$ cat config.mk
export PLATFORM = sky130hd
export DESIGN_NAME = mem_access_master_flat
export DESIGN_NICKNAME = d
export VERILOG_FILES = /design/src/rtl/mem_access_master_pkg.sv /design/src/rtl/mem_access_master_if.sv /design/src/rtl/mem_access_master_load_extend.sv /design/src/rtl/mem_access_master.sv /design/src/flat_wrapper.sv
export SDC_FILE = /design/constraint.sdc
export NUM_CORES = 1
export LEC_CHECK = 0
export ABC_AREA = 1
export CAP_MARGIN = 10
export CELL_PAD_IN_SITES_DETAIL_PLACEMENT = 1
export CELL_PAD_IN_SITES_GLOBAL_PLACEMENT = 1
export CORE_AREA = 3 3 155 157
export DETAILED_ROUTE_END_ITERATION = 8
export DIE_AREA = 0 0 158 160
export GPL_TIMING_DRIVEN = 0
export PLACE_DENSITY_LB_ADDON = 0.1
export SYNTH_ARGS = -nofsm -noshare
export SYNTH_HDL_FRONTEND = slang
export SYNTH_HIERARCHICAL = 1
export SYNTH_SLANG_ARGS = --single-unit
$ cat constraint.sdc
create_clock -name iwClk -period 1.4 [get_ports iwClk]
set_clock_uncertainty 0.05 [all_clocks]
set_input_delay 0.21 -clock iwClk [delete_from_list [all_inputs] [get_ports iwClk]]
set_output_delay 0.21 -clock iwClk [all_outputs]
set_load 0.005 [all_outputs]
$ cat src/rtl/mem_access_master_pkg.sv
// rtl/mem_access_master_pkg.sv - shared types and helpers for the load/store engine
// Size encodings, engine states and size-derived strobe/length helpers.
package mem_access_master_pkg;

  typedef enum logic [1:0] {
    SZ_BYTE = 2'd0,
    SZ_HALF = 2'd1,
    SZ_WORD = 2'd2,
    SZ_BAD  = 2'd3
  } size_e;

  typedef enum logic [2:0] {
    IDLE       = 3'd0,
    RD_ISSUE   = 3'd1,
    RD_CAPTURE = 3'd2,
    ST_ISSUE   = 3'd3,
    RSP        = 3'd4
  } state_e;

  function automatic logic [3:0] strb_of_size(input logic [1:0] size);
    case (size)
      SZ_BYTE: return 4'b0001;
      SZ_HALF: return 4'b0011;
      SZ_WORD: return 4'b1111;
      default: return 4'b0000;
    endcase
  endfunction

  // 33 bits so the range check against the limit can never wrap.
  function automatic logic [32:0] bytes_of_size(input logic [1:0] size);
    case (size)
      SZ_BYTE: return 33'd1;
      SZ_HALF: return 33'd2;
      default: return 33'd4;
    endcase
  endfunction

endpackage

$ cat src/rtl/mem_access_master_if.sv
// rtl/mem_access_master_if.sv - CPU request/response channel plus simple memory port
// The master modport is the engine's view; slave is the core/memory side.
interface mem_access_master_if;
  logic        iwReqValid;
  logic        owReqReady;
  logic        iwReqWrite;
  logic [1:0]  iwReqSize;
  logic        iwReqSigned;
  logic [31:0] iwReqAddr;
  logic [31:0] iwReqWdata;
  logic        owRspValid;
  logic [31:0] owRspData;
  logic        owRspFault;
  logic [31:0] owReadAddr;
  logic [31:0] owWriteAddr;
  logic [31:0] owWriteData;
  logic [3:0]  owWstrb;
  logic [31:0] iwReadData;

  modport master (
    input  iwReqValid, iwReqWrite, iwReqSize, iwReqSigned, iwReqAddr, iwReqWdata, iwReadData,
    output owReqReady, owRspValid, owRspData, owRspFault,
           owReadAddr, owWriteAddr, owWriteData, owWstrb
  );

  modport slave (
    output iwReqValid, iwReqWrite, iwReqSize, iwReqSigned, iwReqAddr, iwReqWdata, iwReadData,
    input  owReqReady, owRspValid, owRspData, owRspFault,
           owReadAddr, owWriteAddr, owWriteData, owWstrb
  );
endinterface

$ cat src/rtl/mem_access_master_load_extend.sv
// rtl/mem_access_master_load_extend.sv - byte/half/word extraction with zero or sign extension
// Purely combinational so the fetch path can share it.
module load_extend
  import mem_access_master_pkg::*;
(
  input  logic [31:0] rdata,
  input  logic [1:0]  size,
  input  logic        is_signed,
  output logic [31:0] ext_data
);

  always_comb begin
    ext_data = rdata;
    case (size)
      SZ_BYTE: ext_data = {{24{is_signed & rdata[7]}}, rdata[7:0]};
      SZ_HALF: ext_data = {{16{is_signed & rdata[15]}}, rdata[15:0]};
      default: ext_data = rdata;
    endcase
  end

endmodule

$ cat src/rtl/mem_access_master.sv
// rtl/mem_access_master.sv - single-outstanding load/store engine for the simple memory port
// Checks each request up front; faulting requests never touch the memory signals.
module mem_access_master
  import mem_access_master_pkg::*;
#(
  parameter logic [31:0] pLimitBytes = 32'd512,
  parameter bit          pCheckAlign = 1'b1
) (
  input  logic              iwClk,
  input  logic              iwnRst,
  mem_access_master_if.master bus
);

  state_e      state_q, state_d;
  logic [31:0] addr_q, addr_d;
  logic [1:0]  size_q, size_d;
  logic        signed_q, signed_d;
  logic [31:0] wdata_q, wdata_d;
  logic [31:0] rsp_data_q, rsp_data_d;
  logic        fault_q, fault_d;

  logic        req_fault;
  logic        misaligned;
  logic [32:0] req_end;
  logic [31:0] ext_data;

  load_extend u_load_extend (
    .rdata     (bus.iwReadData),
    .size      (size_q),
    .is_signed (signed_q),
    .ext_data  (ext_data)
  );

  always_comb begin
    misaligned = 1'b0;
    if (pCheckAlign) begin
      misaligned = ((bus.iwReqSize == SZ_HALF) && bus.iwReqAddr[0]) ||
                   ((bus.iwReqSize == SZ_WORD) && (bus.iwReqAddr[1:0] != 2'b00));
    end
    req_end   = {1'b0, bus.iwReqAddr} + bytes_of_size(bus.iwReqSize);
    req_fault = (bus.iwReqSize == SZ_BAD) || misaligned || (req_end > {1'b0, pLimitBytes});
  end

  always_comb begin
    state_d    = state_q;
    addr_d     = addr_q;
    size_d     = size_q;
    signed_d   = signed_q;
    wdata_d    = wdata_q;
    rsp_data_d = rsp_data_q;
    fault_d    = fault_q;
    case (state_q)
      IDLE: begin
        if (bus.iwReqValid) begin
          addr_d     = bus.iwReqAddr;
          size_d     = bus.iwReqSize;
          signed_d   = bus.iwReqSigned;
          wdata_d    = bus.iwReqWdata;
          rsp_data_d = 32'd0;
          fault_d    = req_fault;
          if (req_fault)           state_d = RSP;
          else if (bus.iwReqWrite) state_d = ST_ISSUE;
          else                     state_d = RD_ISSUE;
        end
      end
      RD_ISSUE:   state_d = RD_CAPTURE;
      RD_CAPTURE: begin
        rsp_data_d = ext_data;
        state_d    = RSP;
      end
      ST_ISSUE:   state_d = RSP;
      RSP:        state_d = IDLE;
      default:    state_d = IDLE;
    endcase
  end

  always_ff @(posedge iwClk or negedge iwnRst) begin
    if (!iwnRst) begin
      state_q    <= IDLE;
      addr_q     <= 32'd0;
      size_q     <= SZ_BYTE;
      signed_q   <= 1'b0;
      wdata_q    <= 32'd0;
      rsp_data_q <= 32'd0;
      fault_q    <= 1'b0;
    end else begin
      state_q    <= state_d;
      addr_q     <= addr_d;
      size_q     <= size_d;
      signed_q   <= signed_d;
      wdata_q    <= wdata_d;
      rsp_data_q <= rsp_data_d;
      fault_q    <= fault_d;
    end
  end

  // Memory-side outputs decode straight from the state so a reset clears them without a clock.
  assign bus.owReqReady  = iwnRst && (state_q == IDLE);
  assign bus.owRspValid  = (state_q == RSP);
  assign bus.owRspFault  = fault_q && (state_q == RSP);
  assign bus.owRspData   = rsp_data_q;
  assign bus.owReadAddr  = (state_q == RD_ISSUE) ? addr_q  : 32'd0;
  assign bus.owWriteAddr = (state_q == ST_ISSUE) ? addr_q  : 32'd0;
  assign bus.owWriteData = (state_q == ST_ISSUE) ? wdata_q : 32'd0;
  assign bus.owWstrb     = (state_q == ST_ISSUE) ? strb_of_size(size_q) : 4'b0000;

endmodule
$ cat src/flat_wrapper.sv
// flat-port wrapper written by rule: the top's interface ports become plain ports
module mem_access_master_flat import mem_access_master_pkg::*;
#(
  parameter logic [31:0] pLimitBytes = 32'd512,
  parameter bit          pCheckAlign = 1'b1
)
  (iwClk, iwnRst, bus_iwReqValid, bus_iwReqWrite, bus_iwReqSize, bus_iwReqSigned, bus_iwReqAddr, bus_iwReqWdata, bus_iwReadData, bus_owReqReady, bus_owRspValid, bus_owRspData, bus_owRspFault, bus_owReadAddr, bus_owWriteAddr, bus_owWriteData, bus_owWstrb);
  mem_access_master_if bus_i ();
  input  logic iwClk;
  input  logic iwnRst;
  input wire logic [$bits(bus_i.iwReqValid)-1:0] bus_iwReqValid;
  input wire logic [$bits(bus_i.iwReqWrite)-1:0] bus_iwReqWrite;
  input wire logic [$bits(bus_i.iwReqSize)-1:0] bus_iwReqSize;
  input wire logic [$bits(bus_i.iwReqSigned)-1:0] bus_iwReqSigned;
  input wire logic [$bits(bus_i.iwReqAddr)-1:0] bus_iwReqAddr;
  input wire logic [$bits(bus_i.iwReqWdata)-1:0] bus_iwReqWdata;
  input wire logic [$bits(bus_i.iwReadData)-1:0] bus_iwReadData;
  output wire logic [$bits(bus_i.owReqReady)-1:0] bus_owReqReady;
  output wire logic [$bits(bus_i.owRspValid)-1:0] bus_owRspValid;
  output wire logic [$bits(bus_i.owRspData)-1:0] bus_owRspData;
  output wire logic [$bits(bus_i.owRspFault)-1:0] bus_owRspFault;
  output wire logic [$bits(bus_i.owReadAddr)-1:0] bus_owReadAddr;
  output wire logic [$bits(bus_i.owWriteAddr)-1:0] bus_owWriteAddr;
  output wire logic [$bits(bus_i.owWriteData)-1:0] bus_owWriteData;
  output wire logic [$bits(bus_i.owWstrb)-1:0] bus_owWstrb;
  assign bus_i.iwReqValid = bus_iwReqValid;
  assign bus_i.iwReqWrite = bus_iwReqWrite;
  assign bus_i.iwReqSize = bus_iwReqSize;
  assign bus_i.iwReqSigned = bus_iwReqSigned;
  assign bus_i.iwReqAddr = bus_iwReqAddr;
  assign bus_i.iwReqWdata = bus_iwReqWdata;
  assign bus_i.iwReadData = bus_iwReadData;
  assign bus_owReqReady = bus_i.owReqReady;
  assign bus_owRspValid = bus_i.owRspValid;
  assign bus_owRspData = bus_i.owRspData;
  assign bus_owRspFault = bus_i.owRspFault;
  assign bus_owReadAddr = bus_i.owReadAddr;
  assign bus_owWriteAddr = bus_i.owWriteAddr;
  assign bus_owWriteData = bus_i.owWriteData;
  assign bus_owWstrb = bus_i.owWstrb;
  mem_access_master #(.pLimitBytes(pLimitBytes), .pCheckAlign(pCheckAlign)) u_core (.iwClk(iwClk), .iwnRst(iwnRst), .bus(bus_i));
endmodule
==> impl_metrics.toml <==
[yosys]
synth_area_leader_cell = "dfrtp_1"
postSynthAreaPerCell_um2 = 6.88
syn_inst = 918
ys_types = 30
yosys_register_bits = 103
synth_common_cells = "189 x nor2_1, 188 x nand2_1, 123 x inv_1, 103 x dfrtp_1, 100 x nand3_1"
async_flop_share_pct = 100
synth-edff-count = 0
yosysMostFrequentCell = "nor2_1"
synthFlopType = "dfrtp_1"
yosysWarningCount = 6
netlist_area_um2 = 6310
synth_nets = 1027
synth_area_leaders = "dfrtp_1 41%, nor2_1 11%, nand2_1 11%"
yosysSeqAreaShare_pct = 40.8
synth_top_area_share_pct = 40.8

[worst_setup_path]
worstPathRequired_ns = 1.62
r2r_slack_ns = -0.39
path_max_fanout = 5
crit_arrival_ns = 2.20
startpoint_type = "input port"
crit_type = "input port to flop"
crit_path_end_kind = "flop"
r2r_start = "u_core/state_q[0]"
timing.rr.end = "u_core/bus.owRspData[22]"
reg2regPathDepth = 10

[status]
violations = "negative hold slack, negative setup slack"
status = "complete, but fails checks"

[timing]
worst_slew_pin_slew_ns = 0.420
layout_setup_ws_ns = -0.584
relSlewSlack_pct = 72.0
whs_ns = -0.304
rsz0062_at_grt = "true"
setup_viol_count_final = 206
slew_violations = 0
fin_crit_ns = 1.98
fin_crit_sh_pct = 142
timing.fmax_mhz = 504
final_hold_viol_count = 35

[clock_tree]
cts-buffers-inserted = 9
cts_tree = "yes"
cts.sinks = 103
htree_levels = 3
clock_path_buffers = 2
path_clk_slew_ns = 0.08
cts-root-buf = "clkbuf_16"
clkLatencyLatePin_ns = 0.35

[layout]
stdcell_area_um2 = 12200
postLayoutCoreUtil_pct = 54.1
area_delta_synth_final_pct = 93.9
diodes = 0
layout-drive-gt1-share_pct = 47.7
finalNetCount = 1352

[die]
io_pins = 238
coreArea_um2 = 22600
die_area_um2 = 25300
die_x_um = 158
die_h_um = 160
rows = 55
start_util_pct = 27.9

[power_and_ir_drop]
p_sw_mw = 3.00
sw_frac_of_total_pct = 32.7
power_leakage_nw = 6.59
clockPowerShare_pct = 32.9
p_per_area_nw_per_um2 = 750
power_frac_seq_pct = 37.6
combPwrFrac_pct = 29.5
vdd_drop_max_v = 0.000494
internal-power_mw = 6.19

[grt]
grt_max_degree = 70
grt_pass1_wl_um = 40800
grt_pass1_vias = 7257
grt-ovfl-total = 0
antenna_found_initial = 0
grt_util_all_layers_pct = 20.5

[placement]
place_congestion = 0.851
portBuffers = 230
dp.final_hpwl_um = 19500
dp_slack_ns = -1.69
placed_area_um2 = 9070

[detailed_routing]
avgViaCountPerCell = 4.71
drt_first_pass_iters = 4
num_vias = 7226
remaining_drc_errors = 0
antenna_left = 0
drt_iter0_markers = 253
wl_per_cell_um = 19.4
routed_wl_um = 29700

[run]
max-cap-violations = 0

[hold_path]
min_path_type = "input port to asynchronous set/reset pin"
## flip-flops by register name, summed over array words and instances, names as in the netlist
name and cells:
u_core/state_q 3, u_core/size_q 2, u_core/wdata_q 32, u_core/signed_q 1, u_core/fault_q 1, u_core/addr_q 32
u_core/bus.owRspData 32
## worst max-delay path by stage
stage / start / endpoint / cells past startpoint
global placement: iwnRst / u_core/addr_q[26] / 1
global route: bus_iwReqAddr[16] / u_core/state_q[1] / 13
detailed placement: bus_iwReqSize[0] / u_core/fault_q / 16
finish: bus_iwReqAddr[2] / u_core/state_q[1] / 16
CTS: u_core/state_q[2] / bus_owWriteData[1] / 5
floorplan: bus_iwReqSize[0] / u_core/fault_q / 17
## cell usage in the layout (no fill, tap or decap), types with 30 or more instances in the layout
cell type        count
nand2_1            145
buf_6               57
nand3_1             64
inv_1              117
buf_4               39
buf_2               81
dlymetal6s2s_1      42
nor2_1              37
a21oi_2             30
nand3_2             47
dfrtp_1            100
nand2_2             39
clkdlybuf4s50_1     71
nor2_2              42
nor2_4             123
## cell families (layout without fill, tap and decap cells)
group | after synthesis | after routing | synth area share [%]
compound gates | 90 | 90 | 7.21
xor+xnor | 2 | 2 | 0.277
fa+ha+maj | 6 | 6 | 1.31
buf+inv | 182 | 512 | 12.1
flops | 103 | 103 | 40.8
mux | 1 | 1 | 0.178
simple gates | 534 | 534 | 38.1
## timing repair
| action | CTS | global route |
|---|---|---|
| endpoints found under the setup margin | 238 | 238 |
| buffers inserted | 36 | 34 |
| endpoints found under the hold margin | 35 | 35 |
| resized for setup | 615 | 512 |
| pin swaps | 30 | 47 |
| cloned | 6 | 14 |
## cell type report
cell class	instances	area [µm²]
Inverter	127	482
Sequential cell	103	2580
Clock buffer	9	225
Multi-Input combinational cell	633	4540
Timing Repair Buffer	317	3210
Fill cell	2634	10400
Tap cell	285	357
Clock inverter	7	126
Buffer	52	717
## layer usage
metal  GRT usage [%]  routed length, µm
met3            1.73                958
met5               0                  0
met1            27.3              12400
met4            4.73                463
met2            36.0              15800
## metrics by stage
stage / std cells / power [mW] / TNS [ns]
final: 1533 / 9.19 / -75.93
after global routing: 1533 / 9.63 / -89.81
after CTS: 1492 / 8.42 / -74.43
after detailed placement: 1434 / 5.17 / -120.77
after global placement: 1433 / 5.11 / -562.64
after floorplan: 918 / 4.38 / -2.02
## power by group through the flow
stage / logic, mW / clock network (mW) / registers [mW]
3_3_place_gp: 1.66 / 0 / 3.45
5_1_grt: 2.94 / 3.21 / 3.49
4_1_cts: 1.92 / 3.09 / 3.40
6_report: 2.71 / 3.02 / 3.45
3_5_place_dp: 1.71 / 0 / 3.46
2_1_floorplan: 0.965 / 0 / 3.41
## critical path: stages
cell,delay [ns]
clkdlybuf4s15_2,0.26
ha_4,0.32
nand2_1,0.08
nor2_1,0.11
nand2_1,0.08
nand2_2,0.10
nand2_1,0.05
nand2_1,0.05
nand2_1,0.06
nor2_2,0.12
nand2_1,0.09
nor2_4,0.13
nand2_2,0.07
nor2_4,0.14
nand4_1,0.14
a21oi_2,0.17
(Power assumes the default switching activity.)
